[config.mk]
export PLATFORM = sky130hd
export DESIGN_NAME = seg7_entry
export DESIGN_NICKNAME = d
export VERILOG_FILES = /design/src/rtl/seg7_entry.sv
export SDC_FILE = /design/constraint.sdc
export NUM_CORES = 1
export LEC_CHECK = 0
export ABC_AREA = 0
export CORE_AREA = 2 2 103 105
export CTS_BUF_LIST = sky130_fd_sc_hd__clkbuf_4
export CTS_CLUSTER_DIAMETER = 50
export DETAILED_ROUTE_END_ITERATION = 7
export DIE_AREA = 0 0 105 107
export PLACE_DENSITY = 0.7
export SLEW_MARGIN = 20
export SYNTH_ARGS = -nofsm -noshare
export SYNTH_HDL_FRONTEND = slang
export SYNTH_SLANG_ARGS = --single-unit
[constraint.sdc]
create_clock -name CLK -period 3.9 [get_ports CLK]
set_clock_uncertainty 0.05 [all_clocks]
set_input_delay 0.975 -clock CLK [delete_from_list [all_inputs] [get_ports CLK]]
set_output_delay 0.975 -clock CLK [all_outputs]
set_load 0.05 [all_outputs]
[src/rtl/seg7_entry.sv]
// seg7_entry: four-digit hex entry panel driven by five push buttons.
// Buttons are synchronized and debounced on the 1 ms tick. Debounced press
// edges drive a small IDLE/EDIT/COMMIT editor that shows either the committed
// value or the edit buffer on a 4-digit seven-segment code bus.
//
// Handshake: O_VALID is a single-cycle pulse that qualifies O_VALUE; there is
// no ready/backpressure, and the consumer must capture O_VALUE in that cycle.
module seg7_entry #(
  parameter int unsigned DEBOUNCE_MS = 20
) (
  input  logic        CLK,
  input  logic        RST,
  input  logic        TICK_1MS,
  input  logic        I_BTN_UP,
  input  logic        I_BTN_DOWN,
  input  logic        I_BTN_LEFT,
  input  logic        I_BTN_RIGHT,
  input  logic        I_BTN_ENTER,
  output logic [19:0] O_SEG7DATA,
  output logic [3:0]  O_SEG7BLINK,
  output logic [15:0] O_VALUE,
  output logic        O_VALID,
  output logic        O_EDITING,
  output logic [1:0]  O_DBG_STATE
);

  localparam int unsigned CW = $clog2(DEBOUNCE_MS + 1);

  // Button bit order: 4 ENTER, 3 UP, 2 DOWN, 1 LEFT, 0 RIGHT (priority high->low)
  typedef enum logic [1:0] {
    ST_IDLE   = 2'd0,
    ST_EDIT   = 2'd1,
    ST_COMMIT = 2'd2
  } state_e;

  logic [4:0]    btn_raw;
  logic [4:0]    sync1_q, sync2_q;
  logic [4:0]    deb_q, deb_d;
  logic [CW-1:0] cnt_q [5];
  logic [CW-1:0] cnt_d [5];
  logic [4:0]    press;

  state_e        state_q, state_d;
  logic [1:0]    cursor_q, cursor_d;
  logic [15:0]   buf_q, buf_d;
  logic [15:0]   value_q, value_d;
  logic          valid_q, valid_d;
  logic [19:0]   seg_q, seg_d;
  logic [3:0]    blink_q, blink_d;
  logic          editing_q, editing_d;
  logic [15:0]   disp;
  logic [3:0]    cur_nib;

  assign btn_raw = {I_BTN_ENTER, I_BTN_UP, I_BTN_DOWN, I_BTN_LEFT, I_BTN_RIGHT};

  // Two-flop synchronizer on every raw button
  always_ff @(posedge CLK or posedge RST) begin
    if (RST) begin
      sync1_q <= '0;
      sync2_q <= '0;
    end else begin
      sync1_q <= btn_raw;
      sync2_q <= sync1_q;
    end
  end

  // Debounce: count ticks while the level disagrees, accept after DEBOUNCE_MS
  always_comb begin
    deb_d = deb_q;
    for (int i = 0; i < 5; i++) begin
      cnt_d[i] = cnt_q[i];
      if (sync2_q[i] == deb_q[i]) begin
        cnt_d[i] = '0;
      end else if (TICK_1MS) begin
        if (cnt_q[i] == CW'(DEBOUNCE_MS - 1)) begin
          deb_d[i] = sync2_q[i];
          cnt_d[i] = '0;
        end else begin
          cnt_d[i] = cnt_q[i] + 1'b1;
        end
      end
    end
  end

  // A press event is the cycle in which the debounced level rises
  assign press = deb_d & ~deb_q;

  // Debounced level and counter registers
  always_ff @(posedge CLK or posedge RST) begin
    if (RST) begin
      deb_q <= '0;
      for (int i = 0; i < 5; i++) cnt_q[i] <= '0;
    end else begin
      deb_q <= deb_d;
      for (int i = 0; i < 5; i++) cnt_q[i] <= cnt_d[i];
    end
  end

  // Editor next state plus registered outputs derived from the next state
  always_comb begin
    state_d  = state_q;
    cursor_d = cursor_q;
    buf_d    = buf_q;
    value_d  = value_q;
    valid_d  = 1'b0;
    cur_nib  = buf_q[{cursor_q, 2'b00} +: 4];
    unique case (state_q)
      ST_IDLE: begin
        if (press[4]) begin
          state_d  = ST_EDIT;
          buf_d    = value_q;
          cursor_d = 2'd0;
        end
      end
      ST_EDIT: begin
        if (press[4]) begin
          state_d = ST_COMMIT;
          value_d = buf_q;
          valid_d = 1'b1;
        end else if (press[3]) begin
          buf_d[{cursor_q, 2'b00} +: 4] = cur_nib + 4'd1;
        end else if (press[2]) begin
          buf_d[{cursor_q, 2'b00} +: 4] = cur_nib - 4'd1;
        end else if (press[1]) begin
          cursor_d = cursor_q + 2'd1;
        end else if (press[0]) begin
          cursor_d = cursor_q - 2'd1;
        end
      end
      ST_COMMIT: begin
        state_d = ST_IDLE;
      end
      default: begin
        state_d = ST_IDLE;
      end
    endcase

    disp = (state_d == ST_IDLE) ? value_d : buf_d;
    for (int i = 0; i < 4; i++) seg_d[5*i +: 5] = {1'b0, disp[4*i +: 4]};
    blink_d   = (state_d == ST_EDIT) ? (4'b0001 << cursor_d) : 4'b0000;
    editing_d = (state_d == ST_EDIT);
  end

  // Editor state and output registers
  always_ff @(posedge CLK or posedge RST) begin
    if (RST) begin
      state_q   <= ST_IDLE;
      cursor_q  <= '0;
      buf_q     <= '0;
      value_q   <= '0;
      valid_q   <= 1'b0;
      seg_q     <= '0;
      blink_q   <= '0;
      editing_q <= 1'b0;
    end else begin
      state_q   <= state_d;
      cursor_q  <= cursor_d;
      buf_q     <= buf_d;
      value_q   <= value_d;
      valid_q   <= valid_d;
      seg_q     <= seg_d;
      blink_q   <= blink_d;
      editing_q <= editing_d;
    end
  end

  assign O_SEG7DATA  = seg_q;
  assign O_SEG7BLINK = blink_q;
  assign O_VALUE     = value_q;
  assign O_VALID     = valid_q;
  assign O_EDITING   = editing_q;
  assign O_DBG_STATE = state_q;

endmodule

==> impl_metrics.ini <==
[grt]
grt_max_degree = 52
grt_use_total_pct = 21.5
grt_pass1_vias = 3813
gr-total-overflow = 0
antenna_found_initial = 1
grt_pass1_wl_um = 19300

[clock_tree]
post_cts_buffers = 0
insertion_delay_ns = 0.45
cts_num_sinks = 98
cts_buffers = 9
clockBufferDepth = 2
cts-resized-gates = 0
h-tree-depth = 3
clock-root-buffer = clkbuf_4
cts_hold_buf = 0
clkSlewWorstSetupHoldPaths_ns = 0.14
cts_tree = done

[die]
die_w_um = 105
ioPinCount = 52
placementRows = 37
die_h_um = 107
initial_core_util_pct = 48.7
design.core.area_mm2 = 0.0101
die_area_mm2 = 0.0112

[drt]
drc_errors = 0
via_count = 3909
post_drt_via_cell_ratio = 5.71
firstDrtPassIters = 4
postRouteAntennaNets = 0
drt-total-wl_um = 11600
drt-initial-drc-count = 271
routedWlPerCell_um = 16.9

[critical_path]
crit_path_top_delay_cell = clkdlybuf4s50_1
ff2ff_path_depth = 7
cp_slowest_stage_delay_ns = 0.92
crit_cells = 1
cp_cell_sequence = clkdlybuf4s50_1
crit_buf_inv = 1
r2r_slack_ns = 0.79
start_kind = flop
worstSetupEndpoint = O_DBG_STATE[0]
critPathKind = flop to output pin
crit_family = buffers and inverters
cp-startpoint = O_DBG_STATE[0]
reg2reg_to = O_SEG7DATA[6]
required_ns = 2.87
cp_data_arrival_time_ns = 2.13
r2r-start = cursor_q[0]
critPathMaxFanout = 17
endpoint_kind = output pin

[final_layout]
fin_nets = 564
fin_util_pct = 56.6
most-common-layout-cells = 98 x dfrtp_1, 60 x nand2_1, 47 x nor2_1, 47 x clkdlybuf4s50_1, 25 x o21ai_0
area_growth_pct = 16.2
final_common_cell = dfrtp_1
final_cell_area_mm2 = 0.00571
layout-drive-gt1-share_pct = 8.58

[synth]
ys_types = 60
synth_cells = 494
ys_ff_latch = 98
ys.flop_type = dfrtp_1
synth-edff-count = 0
async_flop_share_pct = 100
ys_seq_area_share_pct = 49.9
ys_warn_count = 0
postSynthAreaPerCell_um2 = 9.96
syn_area_mm2 = 0.00492

[power]
intPower_mw = 1.32
switching_share_pct = 23.2
p_seq_share_pct = 60.8
pwr-share-clk_pct = 34.7
p_per_area_mw_per_mm2 = 300
ir_worst_vdd_mv = 0.245
p_comb_share_pct = 4.5
p_leak_nw = 2.59
power_mw = 1.72
p_sw_uw = 398

[hold_path]
min_path_type = flop to flop

[run]
max_cap_viol_count = 0

[placed_design]
hpwl_um = 8260
portBuffers = 47
place_area_mm2 = 0.00556
gp_congestion = 0.924

[sta]
fin_crit_ns = 3.15
relSlewSlack_pct = 54.5
worst_pin_slew_ns = 0.677
tns_ns = 0
finalSetupViolCount = 0
hold_violations = 0
max_freq_mhz = 317
slew_viol_final = 0
rsz0062_at_grt = no
post-route-period-util_pct = 80.9

[run_status]
status = completed
[final cells by class]
| type | count | area (um^2) |
|---|---|---|
| Fill cell | 898 | 4380 |
| Inverter | 18 | 70.1 |
| Multi-Input combinational cell | 360 | 2310 |
| Clock buffer | 10 | 75.1 |
| Clock inverter | 5 | 80.1 |
| Tap cell | 136 | 170 |
| Timing Repair Buffer | 57 | 558 |
| Antenna cell | 1 | 2.50 |
| Sequential cell | 98 | 2450 |
[Yosys cell counts (4+ instances only)]
| library cell | count | area (um^2) |
|---|---|---|
| o211ai_1 | 8 | 60.1 |
| and3_1 | 5 | 31.3 |
| xnor2_1 | 10 | 87.6 |
| ha_1 | 12 | 150 |
| a21oi_1 | 22 | 110 |
| nor3b_1 | 6 | 45.0 |
| nor2b_1 | 16 | 100 |
| mux4_2 | 4 | 90.1 |
| buf_4 | 5 | 37.5 |
| mux2_2 | 9 | 101 |
| a221oi_1 | 6 | 52.6 |
| inv_1 | 15 | 56.3 |
| a21o_1 | 5 | 37.5 |
| a22o_1 | 4 | 35.0 |
| o21ai_1 | 4 | 20.0 |
| a31oi_1 | 5 | 31.3 |
| nand2_1 | 60 | 225 |
| clkbuf_1 | 9 | 33.8 |
| dfrtp_1 | 98 | 2450 |
| nor3_1 | 12 | 60.1 |
| xor2_1 | 6 | 52.6 |
| buf_2 | 5 | 25.0 |
| o22ai_1 | 9 | 56.3 |
| o21ai_0 | 25 | 125 |
| nand4_1 | 7 | 43.8 |
| mux2i_1 | 7 | 70.1 |
| nand3_1 | 14 | 70.1 |
| nor2_1 | 47 | 176 |
[logic make-up after synthesis]
logic type / share of synthesized area (%)
AND/OR/NAND/NOR: 18.9
AO/OA/AOI/OAI: 16.5
flip-flops: 49.9
buffers and inverters: 3.49
multiplexers: 5.32
XOR/XNOR: 2.85
adder cells (fa/ha/maj): 3.05
other: 0.0762
[layer usage]
metal  track usage [%]  routed length (um)
met5                 0                   0
met4              8.48                 146
met3              3.59                 602
met2              32.5                5280
met1              31.0                5550
[power by group through the flow]
stage	Sequential, mW	Combinational, mW	Clock (mW)
5_1_grt	1.05	0.0887	0.646
3_3_place_gp	1.06	0.0769	0
6_report	1.04	0.0780	0.596
4_1_cts	1.04	0.0802	0.607
2_1_floorplan	1.06	0.0597	0
3_5_place_dp	1.06	0.0801	0
[how the worst min path moves through the flow]
stage / endpoint / cells after the start / from
after global placement: sync2_q[4] / 0 / sync1_q[4]
after global routing: sync2_q[4] / 0 / sync1_q[4]
final: sync2_q[1] / 0 / sync1_q[1]
after detailed placement: sync2_q[1] / 0 / sync1_q[1]
after floorplan: sync2_q[0] / 0 / sync1_q[0]
after CTS: sync2_q[1] / 0 / sync1_q[1]
[state kept, by name, indices dropped and copies added, names as in the netlist]
signal	cells
cursor_q	2
deb_q	5
O_DBG_STATE	2
O_VALUE	16
sync2_q	5
cnt_q	25
O_VALID	1
O_SEG7BLINK	4
O_SEG7DATA	16
sync1_q	5
O_EDITING	1
buf_q	16
[metrics by stage]
stage                     worst slack, ns  std cells  hold slack, ns
after floorplan                     0.313        497           0.281
after global placement              0.569        669           0.282
after detailed placement            0.581        669           0.285
after CTS                           0.737        684           0.316
after global routing                0.646        685           0.322
final                               0.747        685           0.314
No activity file was read; power rests on OpenSTA's default activity.
